File: src/rtl/latch_wr_ctrl_if.sv
// Request-side handshake bundle for latch_wr_ctrl: write and clear-all requests
// share a single ready that the controller returns.
interface latch_wr_ctrl_if #(
    parameter int unsigned DW = 8,
    parameter int unsigned AW = 2
);
    logic          req_valid;
    logic          req_ready;
    logic [AW-1:0] req_addr;
    logic [DW-1:0] req_data;
    logic          clr_valid;

    modport master (
        output req_valid,
        output req_addr,
        output req_data,
        output clr_valid,
        input  req_ready
    );

    modport slave (
        input  req_valid,
        input  req_addr,
        input  req_data,
        input  clr_valid,
        output req_ready
    );
endinterface

File: src/rtl/latch_wr_ctrl.sv
// Write-side sequencer for a transparent latch bank: setup / open / hold phasing
// for writes, timed clear-all. Optional read-back compare: LATCH_WR_CTRL_READBACK_EN.
module latch_wr_ctrl #(
    parameter int unsigned DW        = 8,
    parameter int unsigned NLATCH    = 4,
    parameter int unsigned AW        = 2,
    parameter int unsigned SETUP_CYC = 1,
    parameter int unsigned OPEN_CYC  = 2,
    parameter int unsigned HOLD_CYC  = 1
) (
    input  logic              clk,
    input  logic              rstn,
    latch_wr_ctrl_if.slave    bus,
    output logic [DW-1:0]     lat_d,
    output logic [NLATCH-1:0] lat_en,
    output logic              lat_rstn,
    output logic              busy,
    output logic              done,
    output logic              addr_err
`ifdef LATCH_WR_CTRL_READBACK_EN
    ,
    input  logic [DW-1:0]     rd_q,
    output logic              cmp_err
`endif
);

    localparam logic [2:0] IDLE  = 3'd0;
    localparam logic [2:0] SETUP = 3'd1;
    localparam logic [2:0] OPEN  = 3'd2;
    localparam logic [2:0] HOLD  = 3'd3;
    localparam logic [2:0] CLEAR = 3'd4;

    localparam int unsigned MAX_SO = (SETUP_CYC > OPEN_CYC) ? SETUP_CYC : OPEN_CYC;
    localparam int unsigned MAXC   = (MAX_SO > HOLD_CYC) ? MAX_SO : HOLD_CYC;
    localparam int unsigned CW     = $clog2(MAXC + 1);

    logic [2:0]        state_q, state_n;
    logic [CW-1:0]     cnt_q, cnt_n;
    logic [AW-1:0]     addr_q, addr_n;
    logic              ready_q;
    logic [DW-1:0]     d_n;
    logic [NLATCH-1:0] en_n;
    logic              done_n;
    logic              aerr_n;
    logic              addr_ok;
`ifdef LATCH_WR_CTRL_READBACK_EN
    logic              cmp_n;
`endif

    assign bus.req_ready = ready_q;
    assign addr_ok       = (32'(addr_q) < NLATCH);

    // Next-state values feed every output register, so outputs line up with the
    // state they describe instead of lagging it by a cycle.
    always_comb begin
        state_n = state_q;
        cnt_n   = cnt_q;
        addr_n  = addr_q;
        d_n     = lat_d;
        done_n  = 1'b0;
        aerr_n  = 1'b0;
`ifdef LATCH_WR_CTRL_READBACK_EN
        cmp_n   = 1'b0;
`endif
        case (state_q)
            IDLE: begin
                if (ready_q) begin
                    if (bus.clr_valid) begin
                        state_n = CLEAR;
                        cnt_n   = CW'(OPEN_CYC - 1);
                    end else if (bus.req_valid) begin
                        state_n = SETUP;
                        cnt_n   = CW'(SETUP_CYC - 1);
                        addr_n  = bus.req_addr;
                        d_n     = bus.req_data;
                    end
                end
            end
            SETUP: begin
                if (cnt_q == '0) begin
                    state_n = OPEN;
                    cnt_n   = CW'(OPEN_CYC - 1);
                end else begin
                    cnt_n = cnt_q - CW'(1);
                end
            end
            OPEN: begin
                if (cnt_q == '0) begin
                    state_n = HOLD;
                    cnt_n   = CW'(HOLD_CYC - 1);
                end else begin
                    cnt_n = cnt_q - CW'(1);
                end
            end
            HOLD: begin
                if (cnt_q == '0) begin
                    state_n = IDLE;
                    done_n  = 1'b1;
                    aerr_n  = !addr_ok;
`ifdef LATCH_WR_CTRL_READBACK_EN
                    cmp_n   = addr_ok && (rd_q != lat_d);
`endif
                end else begin
                    cnt_n = cnt_q - CW'(1);
                end
            end
            CLEAR: begin
                if (cnt_q == '0) begin
                    state_n = IDLE;
                    done_n  = 1'b1;
                end else begin
                    cnt_n = cnt_q - CW'(1);
                end
            end
            default: state_n = IDLE;
        endcase

        // Out-of-range addresses match no bit, so the enable stays low.
        en_n = '0;
        if (state_n == OPEN) begin
            for (int unsigned i = 0; i < NLATCH; i++) begin
                en_n[i] = (32'(addr_n) == i);
            end
        end
    end

    always_ff @(posedge clk) begin
        if (!rstn) begin
            state_q  <= IDLE;
            cnt_q    <= '0;
            addr_q   <= '0;
            ready_q  <= 1'b0;
            lat_d    <= '0;
            lat_en   <= '0;
            lat_rstn <= 1'b0;
            busy     <= 1'b0;
            done     <= 1'b0;
            addr_err <= 1'b0;
`ifdef LATCH_WR_CTRL_READBACK_EN
            cmp_err  <= 1'b0;
`endif
        end else begin
            state_q  <= state_n;
            cnt_q    <= cnt_n;
            addr_q   <= addr_n;
            ready_q  <= (state_n == IDLE);
            lat_d    <= d_n;
            lat_en   <= en_n;
            lat_rstn <= (state_n != CLEAR);
            busy     <= (state_n != IDLE);
            done     <= done_n;
            addr_err <= aerr_n;
`ifdef LATCH_WR_CTRL_READBACK_EN
            cmp_err  <= cmp_n;
`endif
        end
    end

endmodule

File: src/flat_wrapper.sv
// flat-port wrapper written by rule: the top's interface ports become plain ports
module latch_wr_ctrl_flat 
#(
    parameter int unsigned DW        = 8,
    parameter int unsigned NLATCH    = 4,
    parameter int unsigned AW        = 2,
    parameter int unsigned SETUP_CYC = 1,
    parameter int unsigned OPEN_CYC  = 2,
    parameter int unsigned HOLD_CYC  = 1
)
  (clk, rstn, lat_d, lat_en, lat_rstn, busy, done, addr_err, bus_req_valid, bus_req_addr, bus_req_data, bus_clr_valid, bus_req_ready);
  latch_wr_ctrl_if #(.DW(DW), .AW(AW)) bus_i ();
  input  logic clk;
  input  logic rstn;
  output logic [DW-1:0] lat_d;
  output logic [NLATCH-1:0] lat_en;
  output logic lat_rstn;
  output logic busy;
  output logic done;
  output logic addr_err;
  input wire logic [$bits(bus_i.req_valid)-1:0] bus_req_valid;
  input wire logic [$bits(bus_i.req_addr)-1:0] bus_req_addr;
  input wire logic [$bits(bus_i.req_data)-1:0] bus_req_data;
  input wire logic [$bits(bus_i.clr_valid)-1:0] bus_clr_valid;
  output wire logic [$bits(bus_i.req_ready)-1:0] bus_req_ready;
  assign bus_i.req_valid = bus_req_valid;
  assign bus_i.req_addr = bus_req_addr;
  assign bus_i.req_data = bus_req_data;
  assign bus_i.clr_valid = bus_clr_valid;
  assign bus_req_ready = bus_i.req_ready;
  latch_wr_ctrl #(.DW(DW), .NLATCH(NLATCH), .AW(AW), .SETUP_CYC(SETUP_CYC), .OPEN_CYC(OPEN_CYC), .HOLD_CYC(HOLD_CYC)) u_core (.clk(clk), .rstn(rstn), .bus(bus_i), .lat_d(lat_d), .lat_en(lat_en), .lat_rstn(lat_rstn), .busy(busy), .done(done), .addr_err(addr_err));
endmodule
File: config.mk
export PLATFORM = sky130hd
export DESIGN_NAME = latch_wr_ctrl_flat
export DESIGN_NICKNAME = d
export VERILOG_FILES = /design/src/rtl/latch_wr_ctrl_if.sv /design/src/rtl/latch_wr_ctrl.sv /design/src/flat_wrapper.sv
export SDC_FILE = /design/constraint.sdc
export NUM_CORES = 1
export LEC_CHECK = 0
export ABC_AREA = 1
export BUFFER_PORTS_ARGS = -buffer_cell sky130_fd_sc_hd__buf_2
export CORE_UTILIZATION = 40
export CTS_BUF_LIST = sky130_fd_sc_hd__clkbuf_4
export DETAILED_ROUTE_END_ITERATION = 7
export SYNTH_ARGS = -nofsm -noshare
export SYNTH_HDL_FRONTEND = slang
export SYNTH_SLANG_ARGS = --single-unit
File: constraint.sdc
create_clock -name clk -period 1.9 [get_ports clk]
set_clock_uncertainty 0.05 [all_clocks]
set_input_delay 0.285 -clock clk [delete_from_list [all_inputs] [get_ports clk]]
set_output_delay 0.285 -clock clk [all_outputs]
set_load 0.02 [all_outputs]
# Word-level counts from Yosys, hierarchy flattened

Index checks and enable logic that the tools add are counted.

Word-level logic and storage cells: 53
Bits in registers: 23
Input port bits: 14
Output and inout port bits: 17

Bitwise logic cells: 1
Equal/unequal tests: 12
Reductions and logical operators: 11
Muxes and demuxes: 19
Add/sub/neg operators: 1

Operator list:

| cell                                                | count |
|---|---|
| two-way mux 2 bit                                   | 10 |
| two-way mux 3 bit                                   | 6 |
| case mux 3 bit (4 select lines)                     | 1 |
| equality test 3 x 2 -> 1 bit, second input constant | 3 |
| case mux 2 bit (4 select lines)                     | 1 |
| AND reduction 4 bit                                 | 2 |
| zero test 3 bit                                     | 2 |
| != test 3 bit, second input constant                | 2 |
| equality test 2 bit, second input constant          | 2 |
| zero test 2 bit                                     | 2 |
| AND reduction 2 bit                                 | 2 |
| nonzero test 4 bit                                  | 1 |
| equality test 3 x 1 -> 1 bit, second input constant | 1 |
| equality test 3 bit, second input constant          | 1 |
| nonzero test 3 bit                                  | 1 |
| equality test 2 x 1 -> 1 bit, second input constant | 1 |
| != test 2 x 1 -> 1 bit, second input constant       | 1 |
| != test 2 bit, second input constant                | 1 |
| OR reduction 2 bit                                  | 1 |
| subtractor 2 x 1 -> 2 bit, second input constant    | 1 |
| two-way mux 1 bit                                   | 1 |
| NOT 1 bit                                           | 1 |

# Depth between registers and ports, before layout

Word-level depth: 6
Depth in mapped cells: 10

# Worst setup path after synthesis

OpenSTA, ideal clock, no wires.

Path type: register to register
From: register u_core.cnt_q[0]
To: register u_core.lat_en[0]
Cell stages (with the launch flop): 9
Path slack: 0.590 ns
Data required time: 1.786 ns
Library setup time: 0.064 ns
Arrival time: 1.196 ns
Cell sequence: dfxtp_1 > inv_1 > ha_1 > nand2_1 > a21oi_1 > o21ai_1 > nor2_1 > nand2_1 > nor2_1

Cells in the longest elaborated chain, start to end: 5
Elaborated cells between the ends (all ways): 7

RTL lines:

| item                                        | line                 | source |
|---|---|---|
| start: declaration                          | latch_wr_ctrl.sv:38  | `logic [CW-1:0] cnt_q, cnt_n;` |
| start signal: assignment                    | latch_wr_ctrl.sv:144 | `cnt_q <= cnt_n;` |
| zero test 2 bit (*)                         | --                   |  |
| two-way mux 3 bit, on equally long branches | --                   |  |
| case mux 3 bit (4 select lines) (*)         | latch_wr_ctrl.sv:65  | `case (state_q)` |
| equality test 3 x 2 -> 1 bit (*)            | latch_wr_ctrl.sv:120 | `if (state_n == OPEN) begin` |
| AND reduction 2 bit (no source line) (*)    | --                   |  |
| end signal: assignment                      | latch_wr_ctrl.sv:148 | `lat_en <= en_n;` |
| end: declaration                            | latch_wr_ctrl.sv:15  | `output logic [NLATCH-1:0] lat_en,` |

Mark *: on every way between the ends. The rest lies on a longest branch, timed or not.
A chain may end at the register's enable or synchronous reset.

# Final worst setup path

From: register u_core.cnt_q[0]
To: register u_core.lat_en[1]

The elaborated chain is that of the path after synthesis.

==> results.json <==
{
  "post-place-cells": 195,
  "drive_gt1_share_pct": 27.22,
  "fp.dieW_um": 52.99,
  "yosysSeqAreaShare_pct": 44.28,
  "critPathKind": "reg -> reg",
  "post_drt_wl_per_cell_um": 9.804,
  "synth_common_cells": "nor2_1, nand2_1, dfxtp_1, o21ai_0, inv_1",
  "num_vias": 915,
  "grtUsageTotal_pct": 16.68,
  "fin_crit_sh_pct": 77.83,
  "synthToLayoutAreaGrowth_pct": 16.25,
  "finalSetupViolations": 0,
  "synth_cell_types": 23,
  "vdd_drop_max_mv": 0.6317,
  "cts-htree-levels": 1,
  "critPathArrivalTime_ns": 1.68,
  "ant_nets": 0,
  "nets": 187,
  "numCtsBuffers": 3,
  "synthArstFlopShare_pct": 0,
  "synth_seq_cells": 23,
  "synth_edf_count": 0,
  "antenna_found_initial": 0,
  "die-area_mm2": 0.002807,
  "grt_pass1_vias": 856,
  "root_buffer": "clkbuf_4",
  "via_per_inst": 4.598,
  "slew_viol_final": 0,
  "layout_min_cycle_time_ns": 1.479,
  "synth_top_cell_by_area": "dfxtp_1",
  "clkLatencyLatePin_ns": 0.30,
  "fin_cells": 199,
  "synth_top_cell_area_share_pct": 44.28,
  "crit_fanout": 5,
  "yosysMostFrequentCell": "nor2_1",
  "run_status": "completed",
  "hold_buffers": 0,
  "cts-resized-gates": 0,
  "r2r-end": "u_core.lat_en[1]",
  "r2r_start": "u_core.cnt_q[0]",
  "cts_tree": "built",
  "end_kind": "flop",
  "clk_pin_slew_ns": 0.12,
  "synth_cells": 140,
  "dr.pass1.iters": 4,
  "cap_viol_max_count": 0,
  "grt_max_degree": 16,
  "start_kind": "flop",
  "hold_class": "in -> reg",
  "power_mw": 1.491,
  "fmax_mhz": 676.2,
  "rows": 18,
  "synthesis.area_mm2": 0.001040,
  "dpl.hpwl_um": 1515,
  "postCtsSetupRepairBufs": 0,
  "grt-ovfl-total": 0,
  "nFillCells": 258,
  "reg2reg_depth": 8,
  "drc": 0,
  "io_buffers": 29,
  "synthesis.nets": 157,
  "startpoint": "u_core.cnt_q[0]",
  "clockBufferDepth": 2,
  "power_density_mw_per_mm2": 1234,
  "rsz0062_at_grt": "false",
  "start_util_pct": 41.97,
  "first_iter_violations": 18,
  "p_leak_nw": 0.6170,
  "required_ns": 2.10,
  "fin_setup_tns_ns": 0,
  "fp.dieH_um": 52.99,
  "grt_pass1_wl_um": 3387,
  "synth_ff_type": "dfxtp_1",
  "postSynthAreaPerCell_um2": 7.427,
  "core_area_mm2": 0.002477,
  "yosys_warnings": 0,
  "finalHoldViolations": 0,
  "n_antenna_cell": 0,
  "gp_congestion": 0.8657,
  "reg2reg_slack_ns": 0.42,
  "synth.area.top_cells": "dfxtp_1, nor2_1, nand2_1, o21ai_0, nand2_4",
  "wl_um": 1951,
  "clock_sinks": 23,
  "ios": 31,
  "endpoint": "u_core.lat_en[1]"
}
registers in the layout, summed over array words and instances, names as in the netlist:
register / cells
u_core.lat_rstn: 1
u_core.bus.req_ready: 1
u_core.lat_d: 8
u_core.state_q: 3
u_core.addr_q: 2
u_core.done: 1
u_core.busy: 1
u_core.lat_en: 4
u_core.cnt_q: 2
placed cells by master, fill, tap and decap left out:
cell,Yosys,layout
nor2_1,37,37
nand2_1,31,31
buf_2,0,29
dfxtp_1,23,23
o21ai_0,9,9
inv_1,6,6
nand3_1,5,5
nand2_4,4,4
clkbuf_4,0,4
o21ai_1,3,3
nand2_2,3,3
ha_1,3,3
inv_2,2,2
a21oi_2,2,2
a21oi_1,2,2
clkinv_1,1,1
nor2_4,1,1
inv_4,1,1
nor3_1,1,1
a31oi_1,1,1
conb_1,1,1
worst max-delay path, stage by stage (launching register included):
cell,delay [ns]
dfxtp_1,0.35
inv_1,0.12
ha_1,0.26
nand2_1,0.11
a21oi_1,0.13
o21ai_1,0.07
nor2_1,0.11
nand2_1,0.12
nor2_1,0.12
area by class of cell:
type,instances,area (um2),share of cell area (%)
flip-flops and latches,23,460.4,38.10
repair buffers,29,145.1,12.01
inverters,10,40.04,3.313
multi-input cells,103,495.5,40.99
clock buffers,4,30.03,2.484
well taps,30,37.54,3.106
where the power goes:
| group | internal, mW | leakage [nW] | switching (mW) |
|---|---|---|---|
| Sequential | 0.576 | 0.188 | 0.0611 |
| Combinational | 0.214 | 0.411 | 0.408 |
| Clock | 0.0959 | 0.0184 | 0.135 |
| Total | 0.886 | 0.617 | 0.605 |
worst min path at each step:
stage / startpoint / endpoint / depth (start not counted)
floorplan: bus_req_data[0] / u_core.lat_d[0] / 2
global placement: u_core.lat_d[6] / u_core.lat_d[6] / 2
detailed placement: u_core.lat_d[6] / u_core.lat_d[6] / 2
CTS: bus_req_data[0] / u_core.lat_d[0] / 3
global route: bus_req_data[0] / u_core.lat_d[0] / 3
finish: bus_req_data[0] / u_core.lat_d[0] / 3
kinds of logic after synthesis:
logic type / count (synthesis) / synth area share [%]
flip-flops: 23 / 44.28
adder cells (fa/ha/maj): 3 / 3.610
AND/OR/NAND/NOR: 82 / 34.66
other: 1 / 0.3607
buffers and inverters: 14 / 8.063
AO/OA/AOI/OAI: 17 / 9.025
through the flow:
| stage | hold slack (ns) | setup WS [ns] | util, % | cell area, um2 |
|---|---|---|---|---|
| final | 0.1812 | 0.4211 | 48.79 | 1209 |
| after global routing | 0.1591 | 0.2407 | 48.79 | 1209 |
| after CTS | 0.1739 | 0.4013 | 48.79 | 1209 |
| after detailed placement | 0.4202 | 0.4154 | 47.58 | 1179 |
| after global placement | 0.4085 | 0.4924 | 47.58 | 1179 |
| after floorplan | 0.3976 | 0.5898 | - | 1040 |
layer usage:
layer / global-route usage (%) / routed length (um)
met1: 19.10 / 952
met2: 29.54 / 910
met3: 3.448 / 76
met4: 7.018 / 12
met5: 0 / 0
(Power assumes the default switching activity.)
